File: config.mk
export PLATFORM = sky130hd
export DESIGN_NAME = fb_pingpong_arbiter
export DESIGN_NICKNAME = d
export VERILOG_FILES = /design/src/rtl/fb_pkg.sv /design/src/rtl/fb_port_mux.sv /design/src/rtl/fb_pingpong_arbiter.sv
export SDC_FILE = /design/constraint.sdc
export NUM_CORES = 1
export LEC_CHECK = 0
export ABC_CLOCK_PERIOD_IN_PS = 1900
export CAP_MARGIN = 40
export CORE_MARGIN = 3
export CORE_UTILIZATION = 46
export CTS_BUF_LIST = sky130_fd_sc_hd__clkbuf_8
export CTS_CLUSTER_DIAMETER = 120
export DETAILED_ROUTE_END_ITERATION = 10
export GPL_TIMING_DRIVEN = 0
export PLACE_DENSITY = 0.87
export SYNTH_ARGS = -nofsm -noshare
export SYNTH_HDL_FRONTEND = slang
export SYNTH_HIERARCHICAL = 1
export SYNTH_SLANG_ARGS = --single-unit
File: constraint.sdc
create_clock -name clk -period 1.9 [get_ports clk]
set_input_delay 0.38 -clock clk [delete_from_list [all_inputs] [get_ports clk]]
set_output_delay 0.38 -clock clk [all_outputs]
set_load 0.05 [all_outputs]
File: src/rtl/fb_pkg.sv
// rtl/fb_pkg.sv - shared framebuffer geometry constants and arbiter state encoding
package fb_pkg;

  localparam int unsigned FB_WIDTH      = 640;
  localparam int unsigned FB_HEIGHT     = 480;
  localparam int unsigned FB_DEPTH      = FB_WIDTH * FB_HEIGHT;
  localparam int unsigned FB_ADDR_WIDTH = 19;

  typedef enum logic [1:0] {
    ST_CLEAR_ALL,
    ST_CLEAR,
    ST_DRAW,
    ST_READY
  } fb_state_e;

endpackage

File: src/rtl/fb_port_mux.sv
// rtl/fb_port_mux.sv - registered steering of read and back-buffer traffic onto bram0/bram1
module fb_port_mux
  import fb_pkg::*;
#(
  parameter int unsigned ADDR_WIDTH = FB_ADDR_WIDTH
) (
  input  logic                  clk_i,
  input  logic                  rst_n_i,
  input  logic                  front_sel_i,
  input  logic                  clear_all_i,
  input  logic                  rd_en_i,
  input  logic [ADDR_WIDTH-1:0] rd_addr_i,
  input  logic                  back_en_i,
  input  logic [ADDR_WIDTH-1:0] back_addr_i,
  input  logic                  back_wd_i,
  output logic                  we0_o,
  output logic                  we1_o,
  output logic [ADDR_WIDTH-1:0] addr0_o,
  output logic [ADDR_WIDTH-1:0] addr1_o,
  output logic                  wd0_o,
  output logic                  wd1_o
);

  logic [1:0]            we_q, we_d;
  logic [1:0]            wd_q, wd_d;
  logic [ADDR_WIDTH-1:0] addr_q [2];
  logic [ADDR_WIDTH-1:0] addr_d [2];

  // Front address holds between reads; back address holds between writes.
  always_comb begin
    we_d   = '0;
    wd_d   = '0;
    addr_d = addr_q;
    if (clear_all_i) begin
      we_d      = 2'b11;
      addr_d[0] = back_addr_i;
      addr_d[1] = back_addr_i;
    end else begin
      if (rd_en_i) begin
        addr_d[front_sel_i] = rd_addr_i;
      end
      if (back_en_i) begin
        addr_d[~front_sel_i] = back_addr_i;
        we_d[~front_sel_i]   = 1'b1;
        wd_d[~front_sel_i]   = back_wd_i;
      end
    end
  end

  always_ff @(posedge clk_i or negedge rst_n_i) begin
    if (!rst_n_i) begin
      we_q      <= '0;
      wd_q      <= '0;
      addr_q[0] <= '0;
      addr_q[1] <= '0;
    end else begin
      we_q      <= we_d;
      wd_q      <= wd_d;
      addr_q[0] <= addr_d[0];
      addr_q[1] <= addr_d[1];
    end
  end

  assign we0_o   = we_q[0];
  assign we1_o   = we_q[1];
  assign wd0_o   = wd_q[0];
  assign wd1_o   = wd_q[1];
  assign addr0_o = addr_q[0];
  assign addr1_o = addr_q[1];

endmodule

File: src/rtl/fb_pingpong_arbiter.sv
// rtl/fb_pingpong_arbiter.sv - front/back framebuffer ownership, back-buffer clearing and swap control
module fb_pingpong_arbiter
  import fb_pkg::*;
#(
  parameter int unsigned ADDR_WIDTH = FB_ADDR_WIDTH,
  parameter int unsigned DEPTH      = FB_DEPTH
) (
  input  logic                  clk,
  input  logic                  rst,
  input  logic                  frame_start,
  input  logic                  rd_req,
  input  logic [ADDR_WIDTH-1:0] rd_addr,
  output logic                  rd_data,
  output logic                  rd_valid,
  input  logic                  wr_req,
  input  logic [ADDR_WIDTH-1:0] wr_addr,
  input  logic                  wr_data,
  input  logic                  wr_last,
  output logic                  wr_ack,
  output logic                  WE0,
  output logic                  WE1,
  output logic [ADDR_WIDTH-1:0] addrB0,
  output logic [ADDR_WIDTH-1:0] addrB1,
  output logic                  WD0,
  output logic                  WD1,
  input  logic                  RD0,
  input  logic                  RD1,
  output logic                  front_sel,
  output logic                  swap,
  output logic                  busy
);

  localparam logic [ADDR_WIDTH-1:0] LAST_ADDR = ADDR_WIDTH'(DEPTH - 1);

  fb_state_e             state_q, state_d;
  logic [ADDR_WIDTH-1:0] cnt_q, cnt_d;
  logic                  front_q, front_d;
  logic                  swap_q, swap_d;
  logic                  busy_q;
  logic [1:0]            rv_q, rsel_q, rzero_q;
  logic                  clearing;
  logic                  wr_in_range;
  logic                  wr_accept;

  assign wr_in_range = 32'(wr_addr) < DEPTH;
  assign wr_accept   = wr_ack && wr_in_range;

  always_comb begin
    state_d  = state_q;
    cnt_d    = cnt_q;
    front_d  = front_q;
    swap_d   = 1'b0;
    wr_ack   = 1'b0;
    clearing = 1'b0;
    case (state_q)
      ST_CLEAR_ALL, ST_CLEAR: begin
        clearing = 1'b1;
        if (cnt_q == LAST_ADDR) begin
          cnt_d   = '0;
          state_d = ST_DRAW;
        end else begin
          cnt_d = cnt_q + ADDR_WIDTH'(1);
        end
      end
      ST_DRAW: begin
        wr_ack = wr_req;
        if (wr_req && wr_last) begin
          state_d = ST_READY;
        end
      end
      ST_READY: begin
        if (frame_start) begin
          front_d = ~front_q;
          swap_d  = 1'b1;
          state_d = ST_CLEAR;
        end
      end
      default: state_d = ST_CLEAR_ALL;
    endcase
  end

  // busy is registered so it lines up with the clear traffic on the BRAM ports.
  always_ff @(posedge clk or negedge rst) begin
    if (!rst) begin
      state_q <= ST_CLEAR_ALL;
      cnt_q   <= '0;
      front_q <= 1'b0;
      swap_q  <= 1'b0;
      busy_q  <= 1'b0;
      rv_q    <= '0;
      rsel_q  <= '0;
      rzero_q <= '0;
    end else begin
      state_q <= state_d;
      cnt_q   <= cnt_d;
      front_q <= front_d;
      swap_q  <= swap_d;
      busy_q  <= clearing;
      rv_q    <= {rv_q[0], rd_req};
      rsel_q  <= {rsel_q[0], front_q};
      rzero_q <= {rzero_q[0], state_q == ST_CLEAR_ALL};
    end
  end

  // Buffer select travels with the read so a swap mid-flight cannot redirect it.
  assign rd_valid  = rv_q[1];
  assign rd_data   = rv_q[1] & ~rzero_q[1] & (rsel_q[1] ? RD1 : RD0);
  assign front_sel = front_q;
  assign swap      = swap_q;
  assign busy      = busy_q;

  fb_port_mux #(
    .ADDR_WIDTH(ADDR_WIDTH)
  ) u_port_mux (
    .clk_i      (clk),
    .rst_n_i    (rst),
    .front_sel_i(front_q),
    .clear_all_i(state_q == ST_CLEAR_ALL),
    .rd_en_i    (rd_req),
    .rd_addr_i  (rd_addr),
    .back_en_i  (clearing | wr_accept),
    .back_addr_i(clearing ? cnt_q : wr_addr),
    .back_wd_i  (~clearing & wr_data),
    .we0_o      (WE0),
    .we1_o      (WE1),
    .addr0_o    (addrB0),
    .addr1_o    (addrB1),
    .wd0_o      (WD0),
    .wd1_o      (WD1)
  );

endmodule

==> summary by stage, run 1 <==
Clock network
In this run the deepest clock path goes through 2 buffers. Clock tree synthesis selected as its root buffer the cell sky130_fd_sc_hd__clkbuf_8. The number of clock buffers inserted by TritonCTS is 9.

The clock net in this run drives a total of 72 sinks. The clock transition at the registers of the reported paths is 0.08 ns. The clock tree from TritonCTS is built.

For the worst-skew pair, the clock arrives at the later sink with an insertion delay of 0.35 ns. The H-tree depth reported by CTS is 3.

Placement
Once detailed placement completed, the half-perimeter wirelength came to 6.282 mm. The minimum setup slack after placement is -0.6965 ns. Buffers placed on the I/O ports in this run total 94. At the end of routability-driven placement, the weighted congestion stood at 0.8479.

Timing
The number of failing setup endpoints in the final timing report is 0. Based on the critical path, the design can be clocked at up to 540.0 MHz. The final clock period utilization by the worst path is 97.46%. The post-route clock skew is 0.01119 ns. The max-slew violation total from the final report is 0. In this run the tightest slew margin relative to its limit is 64.89%. For the pin with the worst max-slew slack, the measured transition is 0.5258 ns. The clock period could shrink to 1.852 ns.

The final hold violation count is 0. Setup slack closes at 0.04831 ns. For the final routed database, the setup TNS stands at 0 ns.

Critical path
The cell at the slowest stage of the critical path is sky130_fd_sc_hd__clkdlybuf4s50_1. Following the worst setup path forward leads to its endpoint at busy. The critical path's top delay family is buffers and inverters.

Data arrives at the worst endpoint at 1.47 ns. The worst register-to-register path begins at state_q[1]$_DFFE_PN0P_. The worst setup path is launched from a flop. The top fanout value on the critical path is 1. The critical register-to-register path endpoint is u_port_mux/addr1_o[2]$_DFF_PN0_. The register-to-register setup slack is 0.05 ns. The critical path depth is 1. STA classifies the critical path endpoint as a primary output. The path depth of the worst reg2reg path is 7. Together, buffers and inverters on the worst path number 1. Data on the critical path is required at its endpoint by 1.52 ns. The critical path class is flop to primary output. The critical path starts at busy$_DFF_PN0_. In this design, the stage delay of the slowest critical-path cell is 0.80 ns.

The signal on the critical path passes through clkdlybuf4s50_1.

Routing
The via density per instance is 5.392. The post-route DRC violation count is 0. The violation count after the first detailed-route iteration is 94. For this block, the via count after detailed routing is 2809. The average routed wire per standard cell is 17.65 um. The first-pass iteration count of the detailed router is 4. The remaining antenna violation count after routing is 0. The final wirelength is 9.195 mm.

Global route
Global routing used 20.81% of the available tracks. Entering global routing, the biggest net connects 50 pins. The via count of the first global-routing pass is 2826. Global routing finished with a remaining overflow of 0. The wire length of the first global-routing pass is 14.26 mm. The initial antenna violation count is 0.

Synth
The mean cell area of the mapped netlist is 11.90 um^2. Yosys attributes the largest share of cell area to sky130_fd_sc_hd__dfrtp_1 49%, sky130_fd_sc_hd__mux2_2 11%, sky130_fd_sc_hd__mux2_4 8.7%, sky130_fd_sc_hd__mux2i_1 5.5%, sky130_fd_sc_hd__nor2_1 3.5%. The number of instances in the synthesized netlist is 306. The post-synthesis cell area is 0.003641 mm^2.

The biggest area consumer among synthesized cells is sky130_fd_sc_hd__dfrtp_1. The netlist uses 41 different library cells. The primary flip-flop cell chosen by synthesis mapping is sky130_fd_sc_hd__dfrtp_1.

The synthesized net count is 354. For this run, asynchronously set or reset flops after synthesis account for 100.0%. The number of warnings printed during yosys synthesis is 6. Counting flops with a built-in enable in the synthesized netlist gives 0. By count the netlist is led by 72 x sky130_fd_sc_hd__dfrtp_1, 36 x sky130_fd_sc_hd__mux2_2, 34 x sky130_fd_sc_hd__nor2_1. The area fraction of the dominant cell type after synthesis is 49.48%. The most common cell in the synthesized netlist is sky130_fd_sc_hd__dfrtp_1. The register bit total from synthesis is 72.

After synthesis, flip-flops and latches occupy 49.48% of the total area.

Cells and area
The number of nets at the end of the flow is 465. The post-route netlist has 26.78% of its cells at a drive strength greater than 1. The relative area change from synthesis to final layout is 41.72%. The diode insertion count for antenna repair is 0.

Die
The die covers 0.009018 mm^2. The floorplan has 31 rows. The I/O pin count is 95.

The floorplan step set the die height to 94.97 um. The width of the chip is 94.97 um. The initial utilization of the core area, before any placement, comes to 48.89%.

The core region is 0.007447 mm^2.

Flow run
Max-cap violations in this run came to 0.

Hold path
The worst hold path belongs to the class flop to flop.

Power
The cell leakage power is 2.776 nW. Across the VDD grid, the largest voltage drop is 355.1 uV. The power density relative to cell area is 625.1 mW/mm^2.

Status
The flow ran to the end, and the final reports show no timing, DRC or antenna violations.
registers in the layout (all words and copies together) (netlist names):
signal / flops
rv_q: 2
rzero_q: 2
u_port_mux/addr0_o: 19
front_sel: 1
cnt_q: 19
swap: 1
u_port_mux/wd_q: 2
state_q: 2
u_port_mux/we_q: 2
u_port_mux/addr1_o: 19
rsel_q: 2
busy: 1
cell usage in the layout (no fill, tap or decap), types with 3 or more instances in the layout:
cell and n:
sky130_fd_sc_hd__dfrtp_1 71, sky130_fd_sc_hd__clkdlybuf4s50_1 46, sky130_fd_sc_hd__nor2_1 32, sky130_fd_sc_hd__mux2_2 30
sky130_fd_sc_hd__mux2_4 27, sky130_fd_sc_hd__a21oi_1 23, sky130_fd_sc_hd__dlymetal6s2s_1 23, sky130_fd_sc_hd__dlygate4sd2_1 21
sky130_fd_sc_hd__mux2i_1 20, sky130_fd_sc_hd__nand2_1 10, sky130_fd_sc_hd__clkbuf_8 10, sky130_fd_sc_hd__nand4_1 9
sky130_fd_sc_hd__buf_4 8, sky130_fd_sc_hd__xnor2_1 8, sky130_fd_sc_hd__inv_1 7, sky130_fd_sc_hd__xor2_1 7
sky130_fd_sc_hd__o21ai_0 5, sky130_fd_sc_hd__nor3_1 5, sky130_fd_sc_hd__buf_6 5, sky130_fd_sc_hd__and4b_1 3
sky130_fd_sc_hd__nand3_1 3, sky130_fd_sc_hd__buf_2 3, sky130_fd_sc_hd__bufinv_16 3
metal layers:
metal / up-vias / routed length (um) / GRT usage (%)
met5: - / 0 / 0
met4: 0 / 210 / 7.933
met3: 18 / 505 / 4.223
met2: 102 / 4728 / 35.23
met1: 1388 / 3751 / 26.17
li1: 1301 / - / -
through the flow:
step           cell area (um^2)  total power [W]  hold slack, ns  instances  util (%)
6_report                   5160         0.003226          0.3504        521     69.29
5_1_grt                    5160         0.003332          0.3626        521     69.29
4_1_cts                    5004         0.003227          0.3535        517     67.19
3_5_place_dp               4743         0.001756          0.3161        500     63.69
3_3_place_gp               4718         0.001747          0.3343        499     63.36
2_1_floorplan              3654         0.001604         0.08441        306         -
kinds of logic (layout without fill, tap and decap cells):
logic type	count (synthesis)	count (layout)	synth area share (%)
simple gates	83	83	12.75
mux	77	77	25.29
flops	72	72	49.48
compound gates	35	35	5.155
buf+inv	23	139	3.367
xor+xnor	15	15	3.608
fa+ha+maj	1	1	0.3436
cell type report:
cell class	count	area [um^2]
Multi-Input combinational cell	211	1779
Clock buffer	10	137.6
Buffer	17	136.4
Tap cell	99	123.9
Clock inverter	6	107.6
Sequential cell	72	1803
Fill cell	539	2287
Inverter	6	22.52
Timing Repair Buffer	100	1050
report_power, final:
| group | total, W | internal, W | switching (W) |
|---|---|---|---|
| Clock | 0.00150 | 0.000904 | 0.000595 |
| Sequential | 0.00153 | 0.00153 | 0.000000589 |
| Combinational | 0.000193 | 0.000112 | 0.0000809 |
| Total | 0.00323 | 0.00255 | 0.000676 |
how the worst min path moves through the flow:
stage,cells after the start,endpoint,startpoint,slack [ns]
2_1_floorplan,0,busy$_DFF_PN0_,rst,0.08
3_3_place_gp,0,rzero_q[1]$_DFF_PN0_,rzero_q[0]$_DFF_PN0_,0.33
3_5_place_dp,1,u_port_mux/addr0_o[6]$_DFF_PN0_,rst,0.32
4_1_cts,0,rv_q[1]$_DFF_PN0_,rv_q[0]$_DFF_PN0_,0.35
5_1_grt,0,rv_q[1]$_DFF_PN0_,rv_q[0]$_DFF_PN0_,0.36
6_report,0,rv_q[1]$_DFF_PN0_,rv_q[0]$_DFF_PN0_,0.35
timing repair:
item	in CTS	in global routing
pin swaps	0	3
endpoints found under the setup margin	64	54
buffers inserted	0	3
gates resized for setup	44	42
gates cloned	0	1
hold buffers	1	0
hold endpoints to repair	23	0
Note: power is estimated with default switching activity, not from simulation.
==> run 2, diff against run 1 <==
--- a/config.mk
+++ b/config.mk
@@ -5,15 +5,15 @@
 export SDC_FILE = /design/constraint.sdc
 export NUM_CORES = 1
 export LEC_CHECK = 0
-export ABC_CLOCK_PERIOD_IN_PS = 1900
+export ABC_CLOCK_PERIOD_IN_PS = 2400
 export CAP_MARGIN = 40
 export CORE_MARGIN = 3
-export CORE_UTILIZATION = 46
+export CORE_UTILIZATION = 50
 export CTS_BUF_LIST = sky130_fd_sc_hd__clkbuf_8
 export CTS_CLUSTER_DIAMETER = 120
 export DETAILED_ROUTE_END_ITERATION = 10
 export GPL_TIMING_DRIVEN = 0
-export PLACE_DENSITY = 0.87
+export PLACE_DENSITY = 0.9
 export SYNTH_ARGS = -nofsm -noshare
 export SYNTH_HDL_FRONTEND = slang
 export SYNTH_HIERARCHICAL = 1
==> constraint.sdc (replaced) <==
create_clock -name clk -period 2.4 [get_ports clk]
set_input_delay 0.48 -clock clk [delete_from_list [all_inputs] [get_ports clk]]
set_output_delay 0.48 -clock clk [all_outputs]
set_load 0.05 [all_outputs]
==> summary by stage, run 2 (synthesis results as in run 1) <==
Clock network
The number of gates resized after CTS is 2 (was 44). The insertion delay to the later sink of the worst-skew pair is 0.35 ns (about the same). The root buffer cell is sky130_fd_sc_hd__clkbuf_8 (unchanged). The clock transition at the registers of the reported paths is 0.07 ns (was 0.08 ns). The clock tree from TritonCTS is built (unchanged).

The hold buffer count at cts was 0 (was 1). The post-CTS setup buffer count is 0 (unchanged). The clock sink count is 72 (unchanged). The number of clock buffers inserted by TritonCTS is 9 (unchanged). The number of buffers between clock root and the deepest sink was 2 (unchanged).

The H-tree depth reported by CTS is 3 (unchanged).

Critical path
The path depth of the worst reg2reg path is 6 (was 7). The capturing element type of the critical path is a primary output (unchanged). The top fanout value on the critical path is 9 (was 1).

The data arrival time at the worst-slack endpoint is 1.77 ns (was 1.47 ns). The critical register-to-register path endpoint is u_port_mux/addr0_o[0]$_DFF_PN0_ (was u_port_mux/addr1_o[2]$_DFF_PN0_). The critical path depth is 1 (unchanged). The cell at the slowest stage of the critical path was sky130_fd_sc_hd__clkdlybuf4s50_1 (unchanged). The register-to-register setup slack is 0.19 ns (was 0.05 ns). The category of the worst setup path launch point was a flop (unchanged). The critical path's top delay family is buffers and inverters (unchanged). The largest stage delay on the critical path was 0.88 ns (was 0.80 ns). The critical path class is flop to primary output (unchanged). The data required time of the worst path is 1.92 ns (was 1.52 ns). The reg-to-reg startpoint is state_q[1]$_DFFE_PN0P_ (unchanged). The buffering stage count on the worst path with inverters included is 1 (unchanged). CP cell instances: clkdlybuf4s50_1 (unchanged).

Timing
The max-slew violation total from the final report came to 0 (unchanged). The number of failing setup endpoints in the final timing report came to 0 (unchanged). The post-layout minimum cycle time is 2.254 ns. Setup repair after global routing left no endpoint under its margin. The final hold violation count is 0 (unchanged). The headroom to the max-slew limit is 62.85% (was 64.89%). Derived from the worst setup path, the maximum achievable clock frequency is 443.7 MHz. The transition time of the tightest slew-check pin was 0.5572 ns (was 0.5258 ns). Of the available clock period, the critical path in the final layout requires 93.91%.

The post-route clock skew is 0.01043 ns (was 0.01119 ns).

Hold path
The worst min-delay path category is input pin to asynchronous set/reset pin (was flop to flop).

Placement
The weighted congestion at the end of routability-driven global placement came to 0.8672 (was 0.8479). The count of port buffers added during placement was 94 (unchanged). The half-perimeter wire length after detailed placement is 6.274 mm (was 6.282 mm). The area of placed instances is 0.004720 mm^2 (was 0.004743 mm^2).

Global route
The wire length of the first global-routing pass is 14.15 mm (was 14.26 mm). The total congestion overflow after global routing is 0 (unchanged). The via count of the first global-routing pass is 2871 (was 2826).

The maximum number of pins on one net before global-route repair is 38 (was 50). The aggregate global-route resource usage is 21.60% (was 20.81%). The initial antenna violation count came to 0 (unchanged).

Power
The clock share of power came to 38.1% (was 46.5%). The power density relative to cell area is 451.5 mW/mm^2 (was 625.1 mW/mm^2). The net switching component of the power came to 0.0005120 W (was 0.0006763 W). The total chip power is 0.002202 W (was 0.003226 W). The combinational cell fraction of total power was 6.8% (was 6.0%). The maximum ir drop on the vdd rail is 257.1 uV (was 355.1 uV). The total internal power is 0.001689 W (was 0.002549 W). The cell leakage power is 2.231 nW (was 2.776 nW). The switching share of power is 23.26% (was 20.97%).

The sequential share of power was 55.2% (was 47.5%).

Die
The height of the die is 91.34 um (was 94.97 um). The die area was 0.008342 mm^2 (was 0.009018 mm^2). The I/O pin count was 95 (unchanged).

The starting density of the core is 52.43% (was 48.89%). The area of the placeable core is 0.006944 mm^2 (was 0.007447 mm^2). The row count is 30 (was 31). The width of the chip is 91.34 um (was 94.97 um).

Routing
The first-pass iteration count of the detailed router was 4 (unchanged). The post-route DRC violation count is 0 (unchanged). The via count is 2748 (was 2809).

The violation count after the first detailed-route iteration is 108 (was 94). The remaining antenna violation count after routing was 0 (unchanged). The final wirelength is 8.653 mm (was 9.195 mm). The average routed wire per standard cell was 16.90 um (was 17.65 um). The via density per instance came to 5.367 (was 5.392).

Cells and area
The fraction of layout instances using a drive strength above 1 was 22.36% (was 26.78%). Leading cell types in the layout, fill and taps excluded: 91 x sky130_fd_sc_hd__clkdlybuf4s50_1, 72 x sky130_fd_sc_hd__dfrtp_1, 36 x sky130_fd_sc_hd__mux2_2 (was 71 x sky130_fd_sc_hd__dfrtp_1, 46 x sky130_fd_sc_hd__clkdlybuf4s50_1, 32 x sky130_fd_sc_hd__nor2_1). The final non-filler cell area is 0.004876 mm^2 (was 0.005160 mm^2). The diode insertion count for antenna repair is 0 (unchanged). The most common cell after layout, fill and taps aside is sky130_fd_sc_hd__clkdlybuf4s50_1 (was sky130_fd_sc_hd__dfrtp_1).

The number of nets at the end of the flow is 459 (was 465). The relative area change from synthesis to final layout is 33.92% (was 41.72%). The number of filler instances in the final layout is 499 (was 539).

Flow run
The number of max-capacitance violations reported is 0 (unchanged).

Status
Outcome: finished clean (unchanged).
## run 2: cell types whose count changed in the layout (fill, tap and decap cells not counted), moves of 3 or more
cell                              before  now
sky130_fd_sc_hd__mux2_2               30   36
sky130_fd_sc_hd__mux2_4               27   21
sky130_fd_sc_hd__dlygate4sd2_1        21    1
sky130_fd_sc_hd__bufinv_16             3    0
sky130_fd_sc_hd__buf_4                 8    3
sky130_fd_sc_hd__clkdlybuf4s50_1      46   91
sky130_fd_sc_hd__dlymetal6s2s_1       23    0
sky130_fd_sc_hd__clkbuf_1              2    5
## run 2: final cells by class
cell class,instances,area [um^2],area share (%)
plain buffers,16,96.34,1.976
clock buffers,10,137.6,2.823
clock inverters,6,28.78,0.5902
inverters,6,22.52,0.4619
multi-input cells,211,1717,35.21
flip-flops and latches,72,1802,36.95
well taps,96,120.1,2.463
repair buffers,95,952.2,19.53
## run 2: worst max path at each step
stage	from	to	slack, ns
2_1_floorplan	rv_q[1]$_DFF_PN0_	rd_data	0.09
5_1_grt	state_q[1]$_DFFE_PN0P_	u_port_mux/addr0_o[0]$_DFF_PN0_	0.03
4_1_cts	state_q[1]$_DFFE_PN0P_	wr_ack	0.06
6_report	front_sel$_DFFE_PN0P_	front_sel	0.15
3_3_place_gp	rst	rv_q[1]$_DFF_PN0_	-1.55
3_5_place_dp	wr_addr[13]	u_port_mux/addr0_o[14]$_DFF_PN0_	-0.30
## run 2: stage by stage
step | TNS [ns] | hold slack [ns] | std cells | setup WS (ns) | util, %
finish | 0 | 0.08253 | 512 | 0.1461 | 70.22
global route | 0 | 0.1021 | 512 | 0.02802 | 70.22
CTS | 0 | 0.08696 | 512 | 0.06012 | 70.27
detailed placement | -4.605 | 0.3347 | 497 | -0.2951 | 67.96
floorplan | 0 | 0.1844 | 306 | 0.09295 | -
global placement | -114.15 | 0.3329 | 496 | -1.547 | 67.71
## run 2: per-layer routing
| metal | global-route usage, % | wire (um) | share of wire (%) | vias to the layer above |
|---|---|---|---|---|
| met2 | 35.38 | 4312 | 50 | 87 |
| met5 | 0 | 0 | 0 | - |
| met4 | 7.915 | 145 | 1.7 | 0 |
| met3 | 5.054 | 377 | 4.4 | 13 |
| met1 | 27.97 | 3818 | 44 | 1363 |
| li1 | - | - | - | 1285 |
## run 2: power groups by stage
stage                     clock network [W]  registers (W)  logic (W)
after floorplan                           0        0.00124  0.0000278
after global placement                    0        0.00124   0.000144
after detailed placement                  0        0.00124   0.000151
after CTS                          0.000851        0.00121   0.000151
after global routing               0.000904        0.00121   0.000160
final                              0.000838        0.00121   0.000149
==> run 3, diff against run 2 <==
--- a/config.mk
+++ b/config.mk
@@ -14,6 +14,7 @@
 export DETAILED_ROUTE_END_ITERATION = 10
 export GPL_TIMING_DRIVEN = 0
 export PLACE_DENSITY = 0.9
+export SLEW_MARGIN = 20
 export SYNTH_ARGS = -nofsm -noshare
 export SYNTH_HDL_FRONTEND = slang
 export SYNTH_HIERARCHICAL = 1
==> results of run 3 <==
The final DEF is identical to that of run 2; final timing and power are the same.
